--- src/rtl/quiz_arbiter.sv ---
// quiz_arbiter: four-contestant buzz-in arbiter with per-second answer countdown and host scoring
// Define QUIZ_FOUL_DETECT_EN to penalise and flag buzzes made before the host arms the round.
module quiz_arbiter #(
  parameter int CLK_FREQ    = 12000000,
  parameter int ANSWER_TIME = 9,
  parameter int MAX_SCORE   = 9
) (
  input  logic       clk,
  input  logic       rst,
  input  logic       key_start_n,
  input  logic       key_add_n,
  input  logic       key_sub_n,
  input  logic [3:0] btn_n,
  output logic [3:0] sel_n,
`ifdef QUIZ_FOUL_DETECT_EN
  output logic [3:0] foul_n,
`endif
  output logic [3:0] score1,
  output logic [3:0] score2,
  output logic [3:0] score3,
  output logic [3:0] score4,
  output logic [3:0] countdown,
  output logic       armed,
  output logic       timeout,
  output logic       beep
);
  localparam int CW = CLK_FREQ > 1 ? $clog2(CLK_FREQ) : 1;
  localparam logic [CW-1:0] TICK_MAX = CW'(CLK_FREQ - 1);
  localparam logic [3:0] T_LOAD = 4'(ANSWER_TIME);
  localparam logic [3:0] S_MAX = 4'(MAX_SCORE);

  typedef enum logic [1:0] {IDLE, ARMED, LOCKED, TMO} state_t;

  state_t        r_state, w_nxt;
  logic [6:0]    r_s1, r_s2, r_s3, r_ev;
  logic [CW-1:0] r_cnt;
  logic [3:0]    r_cd, r_sel_n;
  logic [3:0]    r_score [4];
  logic [1:0]    r_win, w_win;
  logic          r_armed, r_timeout, r_beep;
  logic          w_start, w_add, w_sub, w_any, w_wrap, w_grant, w_enter;
  logic [3:0]    w_btn;

  // Synchronise, then register the falling-edge event so it is seen two edges after capture
  always_ff @(posedge clk) begin
    if (!rst) begin
      r_s1 <= '1;
      r_s2 <= '1;
      r_s3 <= '1;
      r_ev <= '0;
    end else begin
      r_s1 <= {key_start_n, key_add_n, key_sub_n, btn_n};
      r_s2 <= r_s1;
      r_s3 <= r_s2;
      r_ev <= r_s3 & ~r_s2;
    end
  end

  assign {w_start, w_add, w_sub, w_btn} = r_ev;
  assign w_any   = |w_btn;
  assign w_win   = w_btn[0] ? 2'd0 : w_btn[1] ? 2'd1 : w_btn[2] ? 2'd2 : 2'd3;
  assign w_wrap  = r_cnt == TICK_MAX;
  assign w_grant = r_state == ARMED && w_any;
  assign w_enter = w_nxt == ARMED && r_state != ARMED;

  always_ff @(posedge clk) begin
    if (!rst) r_state <= IDLE;
    else r_state <= w_nxt;
  end

  // A buzz beats a simultaneous timeout
  always_comb begin
    w_nxt = r_state;
    case (r_state)
      IDLE:    w_nxt = w_start ? ARMED : IDLE;
      ARMED:   w_nxt = w_any ? LOCKED : (w_wrap && r_cd == 4'd0) ? TMO : ARMED;
      LOCKED:  w_nxt = (w_add ^ w_sub) ? IDLE : LOCKED;
      default: w_nxt = w_start ? ARMED : TMO;
    endcase
  end

  always_ff @(posedge clk) begin
    if (!rst) begin
      r_cnt     <= '0;
      r_cd      <= 4'hf;
      r_sel_n   <= 4'hf;
      r_win     <= 2'd0;
      r_armed   <= 1'b0;
      r_timeout <= 1'b0;
      r_beep    <= 1'b0;
      for (int i = 0; i < 4; i++) r_score[i] <= 4'd0;
    end else begin
      r_cnt     <= (r_state == ARMED && w_nxt == ARMED && !w_wrap) ? r_cnt + 1'b1 : '0;
      r_cd      <= w_enter ? T_LOAD :
                   w_nxt == IDLE ? 4'hf :
                   w_nxt == TMO ? 4'h0 :
                   (w_nxt == ARMED && w_wrap) ? r_cd - 4'd1 : r_cd;
      r_sel_n   <= w_grant ? ~(4'b0001 << w_win) : w_nxt == LOCKED ? r_sel_n : 4'hf;
      r_win     <= w_grant ? w_win : r_win;
      r_armed   <= w_nxt == ARMED;
      r_timeout <= w_nxt == TMO;
      r_beep    <= r_state == ARMED && w_nxt != ARMED;
      for (int i = 0; i < 4; i++) begin
        if (r_state == LOCKED && r_win == 2'(i) && w_add && !w_sub && r_score[i] < S_MAX)
          r_score[i] <= r_score[i] + 4'd1;
        else if (r_state == LOCKED && r_win == 2'(i) && w_sub && !w_add && r_score[i] != 4'd0)
          r_score[i] <= r_score[i] - 4'd1;
`ifdef QUIZ_FOUL_DETECT_EN
        else if (r_state == IDLE && w_btn[i] && r_score[i] != 4'd0)
          r_score[i] <= r_score[i] - 4'd1;
`endif
      end
    end
  end

`ifdef QUIZ_FOUL_DETECT_EN
  logic [3:0] r_foul_n;

  always_ff @(posedge clk) begin
    if (!rst) r_foul_n <= 4'hf;
    else r_foul_n <= (w_start ? 4'hf : r_foul_n) & ~(r_state == IDLE ? w_btn : 4'h0);
  end

  assign foul_n = r_foul_n;
`endif

  assign sel_n     = r_sel_n;
  assign score1    = r_score[0];
  assign score2    = r_score[1];
  assign score3    = r_score[2];
  assign score4    = r_score[3];
  assign countdown = r_cd;
  assign armed     = r_armed;
  assign timeout   = r_timeout;
  assign beep      = r_beep;
endmodule

--- config.mk ---
export PLATFORM = sky130hd
export DESIGN_NAME = quiz_arbiter
export DESIGN_NICKNAME = d
export VERILOG_FILES = /design/src/rtl/quiz_arbiter.sv
export SDC_FILE = /design/constraint.sdc
export NUM_CORES = 1
export LEC_CHECK = 0
export CAP_MARGIN = 20
export CORE_ASPECT_RATIO = 1.4
export CORE_UTILIZATION = 60
export DETAILED_ROUTE_END_ITERATION = 10
export PLACE_DENSITY = 0.93
export SYNTH_ARGS = -nofsm -noshare
export SYNTH_HDL_FRONTEND = slang
export SYNTH_SLANG_ARGS = --single-unit
--- constraint.sdc ---
create_clock -name clk -period 6.3 [get_ports clk]
set_input_delay 1.26 -clock clk [delete_from_list [all_inputs] [get_ports clk]]
set_output_delay 1.26 -clock clk [all_outputs]
set_load 0.02 [all_outputs]
Word-level counts from Yosys, hierarchy flattened:

Memory sizes are Yosys's and may differ from the RTL's.
Index checks and enable logic that the tools add are counted.

* $add $sub $neg: 10
* magnitude comparators: 4
* eq/ne operators: 12
* shift-type cells: 1
* muxes and demuxes: 52
* bitwise logic cells: 13
* reduce and logical (&&, ||, !) cells: 51

Operator list (count)
* $mux W4: 12
* $logic_and A1 B1 Y1: 35
* $mux W1: 31
* $add A24 B1 Y24 const B: 1
* $eq A24 B24 Y1 const B: 1
* $reduce_bool A4 Y1: 5
* $sub A4 B1 Y4 const B: 5
* $add A4 B1 Y4 const B: 4
* $lt A4 B4 Y1 const B: 4
* $mux W2: 6
* $eq A2 B2 Y1 const B: 5
* $or A1 B1 Y1: 8
* $and A7 B7 Y7: 1
* $not A7 Y7: 1
* $eq A2 B1 Y1 const B: 3
* $logic_not A2 Y1: 3
* $mux W3: 2
* $pmux W2 S3: 1
* $logic_not A4 Y1: 1
* $ne A2 B1 Y1 const B: 2
* $not A4 Y4: 1
* $reduce_or A4 Y1: 1
* $shl A1 B2 Y4 const A: 1
* $logic_not A1 Y1: 3
* 6 further kinds: 6

* register bits: 67
* bits in writable memories: 16
* bits of input ports: 9
* output and inout bits: 27
* logic and storage cells: 157
* memories: 1

Memory list
* r_score: depth 4, bits a word 4, rd ports 4, clocked after memory_dff 0, wr ports 4, line 38 `logic [3:0] r_score [4];`

Logic depth before layout (Yosys ltp):

* word-level depth: 11
* gate-level depth with buffers: 10
* gate-level depth less buffers: 9

Least setup slack after synthesis:

No wires, ideal clock.

* path type: input-to-reg
* from: in rst
* to: mem r_score[0][3], data pin
* setup time: 0.139 ns
* arrival: 2.970 ns
* required time: 6.161 ns
* slack: 3.191 ns
* cell stages on the path: 8
* path buffers: 0
* path through: nand3b_1 or3_1 inv_1 ha_1 a21o_1 a21oi_1 mux4_2 nor2_1

RTL lines
* start, declared: line 9 `input logic rst,`
* end, declared: line 38

==> results.txt <==
The run finished with clean final reports. In this run, synthesis inferred 16 flip-flops with an integrated enable. The tools report the net count after synthesis as 409. Global routing finished with a remaining overflow of 0. The startpoint identified for the worst hold timing path is r_s3[2].

The worst path in the final design needs a cycle of 3820 ps, including I/O delays and setup. For the number of hold-slack violations in the final timing report, the log shows 0. For the count of hold buffers inserted by post-cts repair, the log shows 0. After detailed placement, the design holds a cell count of 484.

The pre-antenna-repair detailed-routing pass consisted of 4 iterations. For the insertion delay of the later-clocked pin in the worst-skew pair, the log shows 360 ps. The via count of the first global-routing pass came out at 2905. The endpoint identified for the worst register-to-register timing path is r_score[0][3]. The critical path is of the primary input to register type. VDD sags by at most 0.000231 V. Detailed placement ended at an HPWL of 5100 um.

After the first detailed-routing iteration, the DRC count stood at 222. The routed via count is 2901, and the worst hold path cell count is 2. The boundary pin count was 36; the slew at the pin closest to its max-slew limit was 946 ps. The core region area was 5900 sq um; the total power after layout was 0.984 mW. The tools report the origin of the critical flop-to-flop path as r_state[0]. In the final layout, the share of cells above drive strength 1 is 6.53%. The tools report the startpoint type of the worst setup path as a primary input.

The ratio of total power to cell area was 229 nW/um^2. Across every metal layer, demand over resource in global routing totals 25.1%. Buffers added to address setup during post-CTS repair amount to 0. The worst hold path terminates at r_ev[2]. The analysis attributes to cell leakage a power of 1.66 nW.

In this run the tightest slew margin relative to its limit is 36.8%. For the global-route wire length before repair, the log shows 12200 um. Derived from the worst setup path, the maximum achievable clock frequency is 262 MHz. Final hold analysis gives a worst-case slack of 409 ps. Counting flops with an async set or reset pin after synthesis yields a share of 0%. For flop-to-flop paths, the worst setup slack is 3420 ps. Counting cells, the worst reg-to-reg path comes to 9. For the post-layout worst setup margin, the log shows 2480 ps. Of all nets on the critical path, the largest fanout is 44. Across the run, the number of max-cap violations was 0. For the part of the power in combinational logic, the log shows 5.8%. Count of different cell masters after synthesis: 55.

During synthesis, Yosys emitted a total of 0 warnings. The average instance in the mapped netlist occupies 9.58 sq um. Between clock sinks in the finished design, the worst skew comes to 20.9 ps. The area of the die was 6500 sq um; the design internal power was 0.748 mW. In the layout the commonest cells are dfxtp_1 (67), nor2_1 (50), clkdlybuf4s50_1 (35). After technology mapping, the gate count stands at 387. Measured along the x axis, the die boundary spans 68.4 um.

Dividing the detail-routed via count by the number of cells gives 5.81. TritonCTS built the clock tree. After clock tree synthesis, the clock-pin slew on the worst setup and hold paths is 100 ps. In this run the deepest clock path goes through 2 buffers. The worst path arrival time was 4040 ps; the critical path data required time was 6510 ps. The clock share of power came out at 37.2%. The worst setup path is captured at a register. The tools report the buffer type at the clock tree root as clkbuf_8.

The number of gates resized after CTS was 0. Timing analysis after detailed placement gives a worst setup slack of 2170 ps. The ratio of final minimum period to clock period came out at 60.7%. Leaving out filler cells and counting taps, the final layout contains 499. The number of nets with antenna violations after detailed routing is 0. Of the synthesized area, sequential elements account for 49.2%. The logs give 0 for the final count of pins violating max slew and 447 for the net count reported at finish. For the clock net sink count, the log shows 83.

The pin count of the biggest net entering global routing came out at 45. Counting flops and latches in the post-synthesis netlist gives 83. 0 antenna diodes ended up in the layout.

Relative to the synthesized area, the layout overhead comes to 16.1%. From bottom edge to top edge, the die measures 95.0 um. CTS built an H-tree with a depth of 3. After detailed routing, the average wire length per cell comes to 14.4 um.

The count of buffers from port buffering was 35; the sum of routed wire length over all layers was 7200 um. For the final sum of negative setup slack, the log shows 0 ps. The initial utilization of the core area, before any placement, comes to 62.8%. In this run the core area contains 33 standard-cell rows. The primary flip-flop cell chosen by synthesis mapping was dfxtp_1.

The tightest min-delay check is of the register to register type. Setup repair after global routing left no endpoint under its margin. The total clock buffers created by CTS was 9; the relative contribution of sequential cells to total power was 57.0%.

The mapped netlist covers 3710 sq um. The weighted congestion at the end of routability-driven global placement is 0.821, and the fraction of power spent switching nets is 24.0%. Setup violations remaining at the end of the flow were counted as 0. Summed over all nets, the switching power comes to 0.237 mW. The number of antenna violations at the first check in global routing came out at 0.

The library cell used most frequently in the layout, excluding fill and tap cells, is dfxtp_1. In the routed design, unresolved DRC markers number 0.
-- worst max-delay path: stages --
cell	delay [ps]
clkdlybuf4s50_1	460
buf_4	360
nand3b_1	170
or3_1	440
inv_1	110
ha_1	230
a21o_1	170
a21oi_1	180
mux4_2	520
nor2_1	110
-- synth_stat cells, drive strengths merged, types with 7 or more instances --
| cell | number | area (sq um) |
|---|---|---|
| nand4 | 7 | 43.8 |
| nand2 | 24 | 90.1 |
| dfxtp | 67 | 1340 |
| and3 | 7 | 45.1 |
| xnor2 | 13 | 114 |
| or3 | 13 | 81.3 |
| nand2b | 24 | 150 |
| edfxtp | 16 | 480 |
| a21oi | 18 | 93.8 |
| nand3 | 13 | 70.1 |
| inv | 28 | 105 |
| ha | 10 | 125 |
| o21ai | 16 | 80.1 |
| nor2 | 50 | 188 |
| xor2 | 12 | 105 |
-- power by group through the flow --
stage	sequential, mW	combinational, mW	clock [mW]
3_5_place_dp	0.573	0.0566	0
5_1_grt	0.562	0.0633	0.392
6_report	0.561	0.0572	0.366
4_1_cts	0.561	0.0574	0.369
3_3_place_gp	0.572	0.0539	0
2_1_floorplan	0.576	0.0295	0
-- area by class of cell --
class                      instances  area [sq um]
timing repair buffer              36           358
sequential                        83          1820
multi-input combinational        267          1740
clock buffer                      10           149
clock inverter                     5          43.8
tap                               70          87.6
fill                             426          1600
inverter                          28           105
-- worst max-delay path by stage --
stage,from,to
after detailed placement,rst,r_score[0][3]
after CTS,rst,r_score[0][3]
after global placement,rst,r_score[0][3]
final,rst,r_score[0][3]
after floorplan,rst,r_score[0][3]
after global routing,rst,r_score[0][3]
-- metrics by stage --
stage               util, %  area, sq um
floorplan                 -         3710
global placement       69.6         4110
detailed placement     69.6         4110
CTS                    72.9         4300
global route           72.9         4300
finish                 72.9         4300
-- cell families (layout without fill, tap and decap cells) --
group	Yosys count	in the layout	synth area share [%]
AOI/OAI and AO/OA	59	59	10.0
xor gates and xnor gates	25	25	5.91
adders and majority gates	13	13	5.00
buffers and inverters	37	79	3.95
DFF	83	83	49.2
muxes	1	1	0.608
and+or+nand+nor	169	169	25.4
-- sequential cells by signal, indices dropped and copies added (netlist names) --
signal and cells:
r_s1 7, r_s3 7, r_score 16, r_s2 7, timeout 1, r_ev 7
r_state 2, r_win 2, armed 1, r_cnt 24, sel_n 4, countdown 4
beep 1
-- layer usage --
layer / GRT usage [%] / routed length (um) / up-vias
met4: 12.3 / 155 / 0
met5: 0 / 0 / -
met3: 6.76 / 356 / 20
met2: 43.7 / 3820 / 96
li1: - / - / 1411
met1: 27.0 / 2870 / 1374
Power figures use the tool's default switching activity.
